==> config.mk <==
export PLATFORM = sky130hd
export DESIGN_NAME = button_toggle_conditioner_flat
export DESIGN_NICKNAME = d
export VERILOG_FILES = /design/src/rtl/button_toggle_conditioner_if.sv /design/src/rtl/button_toggle_conditioner.sv /design/src/flat_wrapper.sv
export SDC_FILE = /design/constraint.sdc
export NUM_CORES = 1
export LEC_CHECK = 0
export BUFFER_PORTS_ARGS = -buffer_cell sky130_fd_sc_hd__buf_2
export CAP_MARGIN = 25
export CORE_UTILIZATION = 57
export CTS_CLUSTER_SIZE = 30
export DETAILED_ROUTE_END_ITERATION = 10
export GPL_TIMING_DRIVEN = 0
export PLACE_DENSITY_LB_ADDON = 0.08
export SKIP_LAST_GASP = 1
export SYNTH_ARGS = -nofsm -noshare
export SYNTH_HDL_FRONTEND = slang
export SYNTH_SLANG_ARGS = --single-unit
==> constraint.sdc <==
create_clock -name input_clock1_clk_1 -period 3.65 [get_ports input_clock1_clk_1]
set_input_delay 0.73 -clock input_clock1_clk_1 [delete_from_list [all_inputs] [get_ports input_clock1_clk_1]]
set_output_delay 0.73 -clock input_clock1_clk_1 [all_outputs]
set_load 0.03 [all_outputs]
==> src/rtl/button_toggle_conditioner_if.sv <==
// Push-button conditioner bus: raw button in, T pulse / level / press count out.
interface button_toggle_conditioner_if;
   logic       input_push_button3_btn_3;
   logic       output_led1_t_0_4;
   logic       output_led2_level_0_5;
   logic [3:0] output_led3_count_0_6;

   // Button source / LED consumer side
   modport master (
      output input_push_button3_btn_3,
      input  output_led1_t_0_4,
      input  output_led2_level_0_5,
      input  output_led3_count_0_6
   );

   // Conditioner side
   modport slave (
      input  input_push_button3_btn_3,
      output output_led1_t_0_4,
      output output_led2_level_0_5,
      output output_led3_count_0_6
   );
endinterface

==> src/rtl/button_toggle_conditioner.sv <==
// Synchronises and debounces a raw push-button, emitting one registered
// single-cycle T pulse per accepted press plus debounced level and a
// wrapping 4-bit press count.
module button_toggle_conditioner #(
   parameter int DEBOUNCE_CYCLES = 4,
   parameter int CNT_WIDTH       = 8
) (
   input  logic                          input_clock1_clk_1,
   input  logic                          input_input_switch2_reset_2,
   button_toggle_conditioner_if.slave    bus
);

   typedef enum logic [1:0] {
      IDLE         = 2'd0,
      PRESS_WAIT   = 2'd1,
      HELD         = 2'd2,
      RELEASE_WAIT = 2'd3
   } state_e;

   // Counter compare is done one bit wider so cnt+1 never wraps.
   localparam logic [CNT_WIDTH:0] DB_LIM = (CNT_WIDTH + 1)'(DEBOUNCE_CYCLES);
   localparam logic [CNT_WIDTH-1:0] CNT_ONE = CNT_WIDTH'(1);

   logic                 sync1_q, bs_q;
   state_e               state_q, state_d;
   logic [CNT_WIDTH-1:0] cnt_q, cnt_d;
   logic                 t_q, t_d;
   logic                 level_q, level_d;
   logic [3:0]           count_q, count_d;
   logic                 commit;

   assign commit = ({1'b0, cnt_q} + 1'b1) >= DB_LIM;

   // Two-flop synchroniser for the asynchronous button.
   // NOTE: sequential state uses non-blocking (<=) so every flop samples
   // pre-edge values; blocking here would collapse the two stages into one.
   always_ff @(posedge input_clock1_clk_1 or posedge input_input_switch2_reset_2) begin
      if (input_input_switch2_reset_2) begin
         sync1_q <= 1'b0;
         bs_q    <= 1'b0;
      end else begin
         sync1_q <= bus.input_push_button3_btn_3;
         bs_q    <= sync1_q;
      end
   end

   // State, debounce counter and registered outputs.
   always_ff @(posedge input_clock1_clk_1 or posedge input_input_switch2_reset_2) begin
      if (input_input_switch2_reset_2) begin
         state_q <= IDLE;
         cnt_q   <= '0;
         t_q     <= 1'b0;
         level_q <= 1'b0;
         count_q <= 4'd0;
      end else begin
         state_q <= state_d;
         cnt_q   <= cnt_d;
         t_q     <= t_d;
         level_q <= level_d;
         count_q <= count_d;
      end
   end

   // Next-state, counter and output decode for the debounce FSM.
   always_comb begin
      // NOTE: every target gets a default first so no path leaves one
      // unassigned, which would otherwise infer a latch.
      state_d = state_q;
      cnt_d   = '0;
      t_d     = 1'b0;
      level_d = level_q;
      count_d = count_q;

      unique case (state_q)
         IDLE: begin
            if (bs_q) begin
               if (DEBOUNCE_CYCLES <= 1) begin
                  state_d = HELD;
                  level_d = 1'b1;
                  t_d     = 1'b1;
                  count_d = count_q + 4'd1;
               end else begin
                  state_d = PRESS_WAIT;
                  cnt_d   = CNT_ONE;
               end
            end
         end
         PRESS_WAIT: begin
            if (!bs_q) begin
               state_d = IDLE;
            end else if (commit) begin
               state_d = HELD;
               level_d = 1'b1;
               t_d     = 1'b1;
               count_d = count_q + 4'd1;
            end else begin
               cnt_d = cnt_q + CNT_ONE;
            end
         end
         HELD: begin
            if (!bs_q) begin
               if (DEBOUNCE_CYCLES <= 1) begin
                  state_d = IDLE;
                  level_d = 1'b0;
               end else begin
                  state_d = RELEASE_WAIT;
                  cnt_d   = CNT_ONE;
               end
            end
         end
         RELEASE_WAIT: begin
            if (bs_q) begin
               state_d = HELD;
            end else if (commit) begin
               state_d = IDLE;
               level_d = 1'b0;
            end else begin
               cnt_d = cnt_q + CNT_ONE;
            end
         end
         default: state_d = IDLE;
      endcase
   end

   assign bus.output_led1_t_0_4     = t_q;
   assign bus.output_led2_level_0_5 = level_q;
   assign bus.output_led3_count_0_6 = count_q;

endmodule

==> src/flat_wrapper.sv <==
// flat-port wrapper written by rule: the top's interface ports become plain ports
module button_toggle_conditioner_flat 
#(
   parameter int DEBOUNCE_CYCLES = 4,
   parameter int CNT_WIDTH       = 8
)
  (input_clock1_clk_1, input_input_switch2_reset_2, bus_input_push_button3_btn_3, bus_output_led1_t_0_4, bus_output_led2_level_0_5, bus_output_led3_count_0_6);
  button_toggle_conditioner_if bus_i ();
  input  logic input_clock1_clk_1;
  input  logic input_input_switch2_reset_2;
  input wire logic [$bits(bus_i.input_push_button3_btn_3)-1:0] bus_input_push_button3_btn_3;
  output wire logic [$bits(bus_i.output_led1_t_0_4)-1:0] bus_output_led1_t_0_4;
  output wire logic [$bits(bus_i.output_led2_level_0_5)-1:0] bus_output_led2_level_0_5;
  output wire logic [$bits(bus_i.output_led3_count_0_6)-1:0] bus_output_led3_count_0_6;
  assign bus_i.input_push_button3_btn_3 = bus_input_push_button3_btn_3;
  assign bus_output_led1_t_0_4 = bus_i.output_led1_t_0_4;
  assign bus_output_led2_level_0_5 = bus_i.output_led2_level_0_5;
  assign bus_output_led3_count_0_6 = bus_i.output_led3_count_0_6;
  button_toggle_conditioner #(.DEBOUNCE_CYCLES(DEBOUNCE_CYCLES), .CNT_WIDTH(CNT_WIDTH)) u_core (.input_clock1_clk_1(input_clock1_clk_1), .input_input_switch2_reset_2(input_input_switch2_reset_2), .bus(bus_i));
endmodule
---- Word-level counts from Yosys, hierarchy flattened ----
Cells that the tools add are included.
cells by class
  add/subtract/negate cells ............... 3
  $mul .................................... 0
  div/mod/pow operators ................... 0
  $lt $le $gt $ge ......................... 1
  equal/unequal tests ..................... 11
  shift operators ......................... 0
  multiplexer cells ....................... 21
  bitwise operators ....................... 0
  reduce and logical (&&, ||, !) cells .... 5
operators by type and width
  cell                                                               count
  case mux 8 bit (4 select lines)                                    1
  2-to-1 mux 8 bit                                                   3
  2-to-1 mux 2 bit                                                   6
  adder 8 x 1 -> 9 bit, second input constant                        1
  greater-or-equal comparator 9 x 3 -> 1 bit, second input constant  1
  2-to-1 mux 1 bit                                                   9
  adder 8 x 1 -> 8 bit, second input constant                        1
  != test 2 x 1 -> 1 bit, second input constant                      4
  case mux 2 bit (4 select lines)                                    1
  AND reduction 5 bit                                                1
  adder 4 x 1 -> 4 bit, second input constant                        1
  equality test 2 bit, second input constant                         2
  != test 2 bit, second input constant                               2
  AND reduction 4 bit                                                1
  != test 3 x 1 -> 1 bit, second input constant                      1
  != test 3 bit, second input constant                               1
  AND reduction 3 bit                                                1
  equality test 2 x 1 -> 1 bit, second input constant                1
  zero test 2 bit                                                    1
  case mux 1 bit (2 select lines)                                    1
  nonzero test 2 bit                                                 1
storage, ports and cells
  register bits ........................... 18
  latch bits .............................. 0
  bits in writable memories ............... 0
  memory bits (read-only) ................. 0
  input port bits ......................... 3
  output and inout port bits .............. 6
  word-level logic and storage cells ...... 48
  memories kept ........................... 0

---- Depth between registers and ports, before layout ----
  depth after elaboration ................. 5
  gate-level depth with buffers ........... 7
  mapped depth without buffers ............ 7

---- Least setup slack after synthesis ----
No wires, ideal clock.
  path type ............................... input to register
  from .................................... input u_core.cnt_q[0]
  to ...................................... register (tool-made name)
  library setup time ...................... 127 ps
  arrival time ............................ 1699 ps
  data required time ...................... 3523 ps
  setup slack ............................. 1824 ps
  cell stages on the path ................. 8
  buffers on the path ..................... 0
  path through ............................ dfrtp_1 -> ha_1 -> nor3_1 -> a31oi_1 -> nor3_1 -> nand2_1 -> nand2_1 -> mux2_1
RTL lines
  element             RTL line                         text
  start: declaration  button_toggle_conditioner.sv:26  logic [CNT_WIDTH-1:0] cnt_q, cnt_d;

==> out/qor.csv <==
stage,metric,value,unit
outcome,status,"complete, no violations",
placement,pre-CTS setup slack,1620,ps
layout,layout cell share with drive strength beyond 1,22.7,%
drt,Vias/cell,5.40,
timing,RSZ-0062 raised after global routing,no,
timing,Final Cycle Share,55.6,%
clock_tree,post-CTS sizing,0,
timing,setup TNS,0,ps
drt,residual DRC count,0,
placement,placed wire-length estimate,824,µm
global_routing,first-pass GRT wire length,2020,µm
layout,# fillers,83,
setup_path,crit path from,u_core.cnt_q[0],
synthesis,number of synthesized flops with an enable pin,0,
synthesis,Synth Cell Area,747,µm²
timing,Fmax,492,MHz
setup_path,critical path type,reg2reg,
power,Worst VDD drop,0.467,mV
synthesis,"Distinct cells, synth",26,
setup_path,CP Capture Type,register,
synthesis,complex-gate fraction of the synthesized area,11.4,%
worst_hold_path,Hold Crit Class,reg2reg,
synthesis,Async SR Flop Fraction,100,%
layout,Finished Cell Area,860,µm²
synthesis,Post-Syn Instances,58,
synthesis,xor/xnor cell area share of the yosys netlist,5.86,%
synthesis,Post-Synth Simple-Gate Area,11.9,%
timing,setup ws final,1620,ps
floorplanning,Core ar.,1160,µm²
synthesis,post-synthesis mux area share,3.52,%
setup_path,"critical path fanouts, max",5,
global_routing,largest net degree at the start of global routing,19,
setup_path,FF-to-FF path depth,7,
global_routing,gr ovfl total,0,
setup_path,Worst R2R Setup Slack,1620,ps
timing,worst slew pin tran,651,ps
timing,Final Setup Violations,0,
timing,final hold vios,0,
floorplanning,die height,38.2,µm
drt,DRT antenna net count,0,
clock_tree,H-Tree Depth,1,
clock_tree,clock latency on the worst-skew pair,290,ps
layout,final net count,82,
clock_tree,CTS Sinks,18,
drt,Via Count,481,
layout,diode count,0,
setup_path,critical path arrival,2200,ps
power,pwr dens,708,nW/µm²
global_routing,GRT Total Usage,21.0,%
clock_tree,Root Driver,clkbuf_4,
clock_tree,CTS tree,yes,
synthesis,"count leader, synth",dfrtp_1,
clock_tree,Longest Clk Path Bufs,2,
timing,Slew Limit Headroom,56.6,%
synthesis,Post-synth top cells,"dfrtp_1 (18), nand2_1 (4), xnor2_1 (4)",
synthesis,synthesis warning total,0,
floorplanning,die width,38.2,µm
power,Leak,0.406,nW
placement,PortBufs,8,
floorplanning,Initial Util,64.6,%
worst_hold_path,Hold Path Sink,u_core.bs_q,
synthesis,main combinational cell family by area after synthesis,simple AND/OR/NAND/NOR gates,
floorplanning,Ports,9,
synthesis,Post-Synth Adder-Cell Area,5.03,%
clock_tree,Num CTS Buffers,3,
worst_hold_path,hold path cells,0,
synthesis,Yosys reg bits,18,
power,Pwr Total,0.609,mW
setup_path,CP Data Required Time,3820,ps
synthesis,synth top area cells,"dfrtp_1 (60%), ha_1 (5.0%), xnor2_1 (4.7%), o41ai_2 (2.2%), nor3_1 (2.0%)",
clock_tree,hold buffer count at CTS,0,
setup_path,Critical R2R Launch,u_core.cnt_q[0],
drt,WL/cell,12.7,µm
synthesis,post-synthesis sequential area ratio,60.3,%
worst_hold_path,hold path startpoint,u_core.sync1_q,
layout,area delta synth->final,15.1,%
floorplanning,die area,1460,µm²
flow_run,max_cap viols,0,
synthesis,top-area cell type share of the netlist area,60.3,%
placement,gp weighted congestion,0.852,
synthesis,cell taking the most area after synthesis,dfrtp_1,
synthesis,syn avg cell area,12.9,µm²
timing,Final Skew,7.62,ps
setup_path,Critical Path Source Type,register,
global_routing,vias in the first global route,473,
timing,Final Max Slew Viols,0,
drt,detailed-route wire length,1130,µm
clock_tree,Worst-path clk slew,100,ps
global_routing,antenna violations before repair,0,
drt,DRT Pass-1 Iters,4,
drt,initial DRC count,3,
clock_tree,post-CTS setup buffer count,0,
synthesis,prevailing post-synth register cell,dfrtp_1,
timing,Min Hold Slack,375,ps
placement,area of placed instances,823,µm²
timing,post-layout minimum cycle time,2030,ps
floorplanning,# rows,12,
[where the power goes]
| group | switching [mW] | internal (mW) | total [mW] |
|---|---|---|---|
| logic | 0.115 | 0.0757 | 0.190 |
| registers | 0.0488 | 0.250 | 0.299 |
| clock network | 0.0590 | 0.0607 | 0.120 |
[per-layer routing]
metal / wire, µm / track usage [%] / part of all wire (%) / vias up
li1: - / - / - / 239
met1: 532 / 25.8 / 47 / 229
met2: 545 / 32.6 / 48 / 11
met3: 40 / 6.40 / 3.5 / 2
met4: 11 / 11.6 / 0.97 / 0
met5: 0 / 0 / 0 / -
[placed cells by master, fill, tap and decap left out]
master    Yosys  layout
nand4_1       1       1
clkbuf_8      0       1
a21oi_2       1       1
o22ai_1       1       1
a221oi_1      1       1
a21oi_1       1       1
a21boi_0      1       1
o32a_1        1       1
nand2_1       4       4
nor2_1        3       3
clkbuf_4      0       3
xnor2_1       4       4
nor3_1        3       3
nand4_2       1       1
xor2_1        1       1
o21a_1        1       1
mux2_4        1       1
inv_1         3       3
and4_4        1       1
o41ai_2       1       1
nand3b_1      1       1
mux2_1        1       1
a211o_1       1       1
conb_1        1       6
a31oi_1       1       1
nand3_1       2       2
ha_1          3       3
buf_2         0       8
dfrtp_1      18      18
[worst max path at each step]
stage / slack [ps] / endpoint / depth (start not counted)
2_1_floorplan: 1820 / register / 7
3_3_place_gp: 1670 / register / 7
3_5_place_dp: 1620 / register / 7
4_1_cts: 1600 / register / 7
5_1_grt: 1420 / register / 7
6_report: 1620 / register / 7
[flip-flops by register name (all words and copies together) (netlist names), named ones only]
| register | cells |
|---|---|
| u_core.bs_q | 1 |
| u_core.bus.output_led2_level_0_5 | 1 |
| u_core.cnt_q | 8 |
| u_core.bus.output_led3_count_0_6 | 4 |
| u_core.bus.output_led1_t_0_4 | 1 |
| u_core.state_q | 1 |
| u_core.sync1_q | 1 |
[area by class of cell]
class / count / area [µm²] / share of cell area [%]
flip-flops and latches: 18 / 450 / 52.4
multi-input cells: 42 / 304 / 35.4
repair buffers: 8 / 40.0 / 4.66
clock buffers: 4 / 36.3 / 4.22
well taps: 14 / 17.5 / 2.04
inverters: 3 / 11.3 / 1.31
[cells by family after synthesis]
| kind of cell | Yosys count |
|---|---|
| buf+inv | 3 |
| compound gates | 10 |
| other cells | 1 |
| fa+ha+maj | 3 |
| simple gates | 16 |
| mux | 2 |
| flops | 18 |
| xor+xnor | 5 |
[per-stage QoR]
| stage | util (%) | std cells |
|---|---|---|
| 2_1_floorplan | - | 63 |
| 4_1_cts | 74.4 | 89 |
| 6_report | 74.4 | 89 |
| 3_5_place_dp | 71.2 | 85 |
| 5_1_grt | 74.4 | 89 |
| 3_3_place_gp | 71.2 | 85 |
[critical path, cell delays in order, from the launching register on]
cell,delay (ps)
dfrtp_1,430
ha_1,270
nor3_1,200
a31oi_1,60
nor3_1,310
nand2_1,180
nand2_1,130
mux2_1,330
Power figures use the tool's default switching activity.
